File: src/rtl/keypad_pkg.sv
// Shared types and helpers for the keypad front-end: FSM states, key codes
// and one-hot decoding of the 11 key lines (digits 0-9 plus '#').
package keypad_pkg;

    typedef enum logic [1:0] {
        IDLE         = 2'd0,
        PRESS_WAIT   = 2'd1,
        HELD         = 2'd2,
        RELEASE_WAIT = 2'd3
    } key_state_e;

    localparam int         NUM_KEYS  = 11;
    localparam logic [3:0] KEY_NONE  = 4'hF;
    localparam logic [3:0] KEY_SHARP = 4'hA;

    // Bit index doubles as the key code, so '#' on bit 10 maps to 4'hA.
    function automatic logic [3:0] onehot_to_code(input logic [NUM_KEYS-1:0] vec);
        logic [3:0] code;
        code = KEY_NONE;
        for (int i = 0; i < NUM_KEYS; i++) begin
            if (vec[i]) code = 4'(i);
        end
        return code;
    endfunction

    function automatic logic is_onehot(input logic [NUM_KEYS-1:0] vec);
        return (vec != '0) && ((vec & (vec - NUM_KEYS'(1))) == '0);
    endfunction

endpackage

File: src/rtl/key_sync2.sv
// N-bit two-flop synchroniser for asynchronous key lines, cleared by the
// active-low asynchronous reset.
module key_sync2 #(
    parameter int WIDTH = 11
) (
    input  logic             clock,
    input  logic             reset,
    input  logic [WIDTH-1:0] data_i,
    output logic [WIDTH-1:0] sync_o
);

    logic [WIDTH-1:0] meta_q;
    logic [WIDTH-1:0] sync_q;

    always_ff @(posedge clock or negedge reset) begin
        if (!reset) begin
            meta_q <= '0;
            sync_q <= '0;
        end else begin
            meta_q <= data_i;
            sync_q <= meta_q;
        end
    end

    assign sync_o = sync_q;

endmodule

File: src/rtl/keypad_debounce.sv
// Keypad conditioning: synchronises raw key lines, debounces press and release,
// rejects multi-key chords and drives registered level, strobe and code outputs.
module keypad_debounce
    import keypad_pkg::*;
#(
    parameter int DEBOUNCE_CNT = 10000,
    parameter int CNT_W        = $clog2(DEBOUNCE_CNT)
) (
    input  logic                clock,
    input  logic                reset,
    input  logic [NUM_KEYS-1:0] raw_key,
    output logic [9:0]          keypad,
    output logic                sharp,
    output logic                key_pulse,
    output logic [3:0]          key_code
);

    localparam logic [CNT_W-1:0] CNT_MAX = CNT_W'(DEBOUNCE_CNT - 1);

    logic [NUM_KEYS-1:0] sync;
    key_state_e          state_q, state_d;
    logic [NUM_KEYS-1:0] cand_q, cand_d;
    logic [CNT_W-1:0]    cnt_q, cnt_d;
    logic [NUM_KEYS-1:0] out_q, out_d;
    logic [3:0]          code_q, code_d;
    logic                pulse_q, pulse_d;

    key_sync2 #(
        .WIDTH (NUM_KEYS)
    ) u_sync (
        .clock  (clock),
        .reset  (reset),
        .data_i (raw_key),
        .sync_o (sync)
    );

    always_ff @(posedge clock or negedge reset) begin
        if (!reset) begin
            state_q <= IDLE;
            cand_q  <= '0;
            cnt_q   <= '0;
            out_q   <= '0;
            code_q  <= KEY_NONE;
            pulse_q <= 1'b0;
        end else begin
            state_q <= state_d;
            cand_q  <= cand_d;
            cnt_q   <= cnt_d;
            out_q   <= out_d;
            code_q  <= code_d;
            pulse_q <= pulse_d;
        end
    end

    // Outputs are registered on the qualifying edge so level, code and strobe move together.
    always_comb begin
        state_d = state_q;
        cand_d  = cand_q;
        cnt_d   = cnt_q;
        out_d   = out_q;
        code_d  = code_q;
        pulse_d = 1'b0;

        case (state_q)
            IDLE: begin
                out_d  = '0;
                code_d = KEY_NONE;
                if (is_onehot(sync)) begin
                    cand_d  = sync;
                    cnt_d   = '0;
                    state_d = PRESS_WAIT;
                end
            end

            PRESS_WAIT: begin
                if (sync == cand_q) begin
                    if (cnt_q == CNT_MAX) begin
                        state_d = HELD;
                        out_d   = cand_q;
                        code_d  = onehot_to_code(cand_q);
                        pulse_d = 1'b1;
                    end else begin
                        cnt_d = cnt_q + 1'b1;
                    end
                end else begin
                    state_d = IDLE;
                    cnt_d   = '0;
                end
            end

            HELD: begin
                if (sync != cand_q) begin
                    state_d = RELEASE_WAIT;
                    cnt_d   = '0;
                end
            end

            // Any foreign key restarts the all-released count; the held key returning is a bounce.
            RELEASE_WAIT: begin
                if (sync == '0) begin
                    if (cnt_q == CNT_MAX) begin
                        state_d = IDLE;
                        out_d   = '0;
                        code_d  = KEY_NONE;
                    end else begin
                        cnt_d = cnt_q + 1'b1;
                    end
                end else if (sync == cand_q) begin
                    state_d = HELD;
                end else begin
                    cnt_d = '0;
                end
            end

            default: begin
                state_d = IDLE;
            end
        endcase
    end

    assign keypad    = out_q[9:0];
    assign sharp     = out_q[10];
    assign key_pulse = pulse_q;
    assign key_code  = code_q;

endmodule

File: config.mk
export PLATFORM = sky130hd
export DESIGN_NAME = keypad_debounce
export DESIGN_NICKNAME = d
export VERILOG_FILES = /design/src/rtl/keypad_pkg.sv /design/src/rtl/key_sync2.sv /design/src/rtl/keypad_debounce.sv
export SDC_FILE = /design/constraint.sdc
export NUM_CORES = 1
export LEC_CHECK = 0
export ABC_CLOCK_PERIOD_IN_PS = 5000
export BUFFER_PORTS_ARGS = -buffer_cell sky130_fd_sc_hd__buf_4
export CAP_MARGIN = 20
export CELL_PAD_IN_SITES_DETAIL_PLACEMENT = 0
export CELL_PAD_IN_SITES_GLOBAL_PLACEMENT = 1
export CORE_MARGIN = 4
export CORE_UTILIZATION = 52
export CTS_BUF_LIST = sky130_fd_sc_hd__clkbuf_4
export DETAILED_ROUTE_END_ITERATION = 8
export PLACE_DENSITY_LB_ADDON = 0.08
export SYNTH_ARGS = -nofsm -noshare
export SYNTH_HDL_FRONTEND = slang
export SYNTH_SLANG_ARGS = --single-unit
export TNS_END_PERCENT = 100
File: constraint.sdc
create_clock -name clock -period 5 [get_ports clock]
set_clock_uncertainty 0.2 [all_clocks]
set_input_delay 0.25 -clock clock [delete_from_list [all_inputs] [get_ports clock]]
set_output_delay 0.25 -clock clock [all_outputs]
set_load 0.03 [all_outputs]
==> out/qor.log <==
INFO  grt            antenna_found_initial=0
INFO  logic_synthesis synth-edff-count=0
INFO  timing         slew_at_the_pin_closest_to_its_max_slew_limit=932ps
INFO  layout         share_of_cells_above_drive_strength_1=20.1%
INFO  pwr            power_frac_clock=37.4%
INFO  timing         period_needed=2830ps
INFO  drt            avgViaCountPerCell=5.51
INFO  pwr            power.ir.vdd_worst=208µV
INFO  clock_network  clock_insertion_delay_worst_skew=400ps
INFO  floorplan      die_area=6940µm²
INFO  layout         finish.net_count=328
INFO  drt            routed-via-count=2,155
INFO  floorplan      fp-row-count=27
INFO  drt            wl_per_cell=14.5µm
INFO  grt            wire_length_of_the_first_global_routing_pass=10000µm
INFO  timing         grt_setup_unrepaired=false
INFO  floorplan      die_w=83.3µm
INFO  logic_synthesis synth_async_sr_flop_share=100%
INFO  logic_synthesis netlist-cell-type-count=49
INFO  floorplan      core-area=5510µm²
INFO  run            max_cap_violations=0
INFO  timing         slew-limit-headroom=37.3%
INFO  grt            global_route.usage.total=18.1%
INFO  logic_synthesis synth_area_per_cell=10.9µm²
INFO  pwr            power.density=296nW/µm²
INFO  drt            drcViolationCount=0
INFO  setup_path     critical_path_peak_fanout=15
INFO  layout         final_util=63.3%
INFO  floorplan      initial_core_utilization=53.6%
INFO  floorplan      chipHeight=83.3µm
INFO  drt            drt-pass1-iter-count=4
INFO  logic_synthesis netlist_area=2950µm²
INFO  clock_network  cts-root-buf=sky130_fd_sc_hd__clkbuf_4
INFO  clock_network  cts.path.max_buffers=2
INFO  timing         post-route-period-util=56.6%
INFO  setup_path     worst-setup-path-type=flop to flop
INFO  placement      port-buffer-count=28
INFO  clock_network  cts_sinks=65
INFO  timing         hold-worst-slack=150ps
INFO  pwr            internal_power=0.792mW
INFO  clock_network  tritoncts=yes
INFO  pwr            power_frac_comb=7.5%
INFO  timing         totalNegativeSetupSlack=0ps
INFO  timing         timing.final.hold_violations=0
INFO  pwr            swShare=23.3%
INFO  layout         num_antenna_cells=0
INFO  logic_synthesis synth-seq-area-share=55.3%
INFO  clock_network  clk_transition_reported_paths=110ps
INFO  placement      gp_congestion=0.799
INFO  pwr            leakage=1.50nW
INFO  placement      detailedPlacementHpwl=3900µm
INFO  drt            drt_iter0_markers=115
INFO  clock_network  cts-htree-levels=3
INFO  grt            gr-total-overflow=0
INFO  clock_network  post_cts_resized=0
INFO  grt            largest_net_degree_at_the_start_of_global_routing=66
INFO  setup_path     critical_path_startpoint_category=flop
INFO  grt            first_global_vias=2,105
INFO  layout         synthesis_to_finish_area_growth=18.2%
INFO  floorplan      pin_count=29
INFO  logic_synthesis synth-warning-count=0
INFO  logic_synthesis netlist_instances=271
INFO  setup_path     worst_ep_arrival_time=2950ps
INFO  logic_synthesis mappedNetlistNets=285
INFO  placement      dp_cells=363
INFO  logic_synthesis synth-seq-cells=65
INFO  drt            residual_antenna_violating_net_count_after_detailed_routing=0
INFO  pwr            sequentialPowerShare=55.1%
INFO  timing         setup_viol=0
INFO  drt            route.final.wire_length=5680µm
INFO  layout         final_instance_count_excl_fillers=391
INFO  timing         timing_limited_maximum_frequency=0.353GHz
INFO  run_status     run_status=complete, no violations
INFO  pwr            p_switching=0.241mW
INFO  logic_synthesis postSynth.topFlopCell=sky130_fd_sc_hd__dfrtp_1
INFO  worst_hold_path worstHoldPathType=flop to flop
INFO  clock_network  cts_inserted_buffers=9
INFO  setup_path     worstSetupEndpointType=flop
INFO  timing         timing.final.max_slew_violations=0
INFO  setup_path     cp_data_required_time=5120ps
## registers in the layout, indices dropped and copies added (netlist names)
name,flops
u_sync.sync_o,11
u_sync.meta_q,11
cand_q,11
cnt_q,14
state_q,2
key_code,4
key_pulse,1
out_q,11
## power groups by stage
stage,registers (mW),clock network [mW],logic [mW]
2_1_floorplan,0.570,0,0.0494
3_3_place_gp,0.578,0,0.0706
3_5_place_dp,0.579,0,0.0710
4_1_cts,0.569,0.401,0.0790
5_1_grt,0.573,0.429,0.0881
6_report,0.569,0.387,0.0773
## per-layer routing
layer	vias up	part of all wire (%)	global-route usage [%]	wire, µm
met3	9	5.5	6.65	314
met1	1019	48	25.2	2750
met5	-	0	0	0
li1	1072	-	-	-
met2	55	45	26.3	2530
met4	0	1.5	6.09	83
## cells in the mapped netlist (2+ instances only)
cell	count	share of area [%]
sky130_fd_sc_hd__mux2_1	2	0.76
sky130_fd_sc_hd__nor4_1	6	1.3
sky130_fd_sc_hd__nand4_1	5	1.1
sky130_fd_sc_hd__nor3_1	8	1.4
sky130_fd_sc_hd__xnor2_1	11	3.3
sky130_fd_sc_hd__a31oi_1	8	1.7
sky130_fd_sc_hd__dfstp_2	4	3.6
sky130_fd_sc_hd__nand2_1	35	4.5
sky130_fd_sc_hd__clkbuf_1	5	0.64
sky130_fd_sc_hd__nand3_1	8	1.4
sky130_fd_sc_hd__a21oi_1	15	2.5
sky130_fd_sc_hd__o211ai_1	2	0.51
sky130_fd_sc_hd__nor2b_1	4	0.85
sky130_fd_sc_hd__mux2_2	3	1.1
sky130_fd_sc_hd__nor2_1	10	1.3
sky130_fd_sc_hd__nor4b_1	3	0.89
sky130_fd_sc_hd__or3_1	4	0.85
sky130_fd_sc_hd__xor2_1	3	0.89
sky130_fd_sc_hd__a21o_1	2	0.51
sky130_fd_sc_hd__and2_1	4	0.85
sky130_fd_sc_hd__mux2_4	9	4.6
sky130_fd_sc_hd__o31ai_1	7	1.8
sky130_fd_sc_hd__o21ai_0	15	2.5
sky130_fd_sc_hd__inv_1	7	0.89
sky130_fd_sc_hd__or4_1	3	0.76
sky130_fd_sc_hd__dfrtp_1	61	52
sky130_fd_sc_hd__and3_1	2	0.42
sky130_fd_sc_hd__nand2b_1	4	0.85
## logic make-up (layout without fill, tap and decap cells)
family,Yosys count,count (layout),synth area share (%)
XOR/XNOR,14,14,4.16
AO/OA/AOI/OAI,62,62,13.8
multiplexers,14,14,6.49
flip-flops,65,65,55.3
AND/OR/NAND/NOR,98,98,17.0
buffers and inverters,16,64,2.46
adder cells (fa/ha/maj),2,2,0.763
## final cells by class
cell class | instances | area (µm²)
clock buffer | 10 | 75.1
clock inverter | 6 | 81.3
fill | 454 | 2020
inverter | 7 | 26.3
multi-input combinational | 190 | 1250
sequential | 65 | 1630
tap | 72 | 90.1
timing repair buffer | 41 | 338
## what timing repair did
action | CTS | global route
endpoints found under the hold margin | 72 | 0
setup buffers | 0 | 0
hold buffers | 12 | 0
## critical path, cell delays in order, from the launching register on
cell and delay (ps):
sky130_fd_sc_hd__dfrtp_1 460, sky130_fd_sc_hd__nand2b_1 270, sky130_fd_sc_hd__or4_1 570, sky130_fd_sc_hd__o32ai_2 750, sky130_fd_sc_hd__and2_1 280, sky130_fd_sc_hd__a21oi_1 80, sky130_fd_sc_hd__a31oi_1 140
## cell usage in the layout, fill, tap and decap left out, types with 2 or more instances in the layout
cell                            synthesis  final
sky130_fd_sc_hd__dfrtp_1               61     61
sky130_fd_sc_hd__nand2_1               35     35
sky130_fd_sc_hd__buf_4                  1     29
sky130_fd_sc_hd__o21ai_0               15     15
sky130_fd_sc_hd__a21oi_1               15     15
sky130_fd_sc_hd__dlygate4sd3_1          0     12
sky130_fd_sc_hd__xnor2_1               11     11
sky130_fd_sc_hd__nor2_1                10     10
sky130_fd_sc_hd__clkbuf_4               0     10
sky130_fd_sc_hd__mux2_4                 9      9
sky130_fd_sc_hd__nand3_1                8      8
sky130_fd_sc_hd__nor3_1                 8      8
sky130_fd_sc_hd__a31oi_1                8      8
sky130_fd_sc_hd__inv_1                  7      7
sky130_fd_sc_hd__o31ai_1                7      7
sky130_fd_sc_hd__nor4_1                 6      6
sky130_fd_sc_hd__nand4_1                5      5
sky130_fd_sc_hd__nor2b_1                4      4
sky130_fd_sc_hd__and2_1                 4      4
sky130_fd_sc_hd__or3_1                  4      4
sky130_fd_sc_hd__nand2b_1               4      4
sky130_fd_sc_hd__dfstp_2                4      4
sky130_fd_sc_hd__nor4b_1                3      3
sky130_fd_sc_hd__xor2_1                 3      3
sky130_fd_sc_hd__or4_1                  3      3
sky130_fd_sc_hd__mux2_2                 3      3
sky130_fd_sc_hd__and3_1                 2      2
sky130_fd_sc_hd__o211ai_1               2      2
sky130_fd_sc_hd__a21o_1                 2      2
sky130_fd_sc_hd__mux2_1                 2      2
sky130_fd_sc_hd__clkinv_1               0      2
sky130_fd_sc_hd__bufinv_16              0      2
## per-stage QoR
step	total power, mW	setup WS, ps	cell area (µm²)
after floorplan	0.619	2590	2950
after global placement	0.649	2240	3210
after detailed placement	0.650	2170	3210
after CTS	1.05	2160	3490
after global routing	1.09	2000	3490
final	1.03	2170	3490
## worst paths after layout
kind	startpoint	end	slack (ps)	cells past startpoint
worst max-delay path	state_q[1]	cnt_q[4]	2170	6
worst min-delay path	u_sync.meta_q[0]	u_sync.sync_o[0]	150	0
worst max register to register	state_q[1]	cnt_q[4]	2170	6
worst min register to register	u_sync.meta_q[0]	u_sync.sync_o[0]	150	0
max in group asynchronous	reset	state_q[1]	3820	2
min in group asynchronous	reset	out_q[4]	260	2
(Power assumes the default switching activity.)
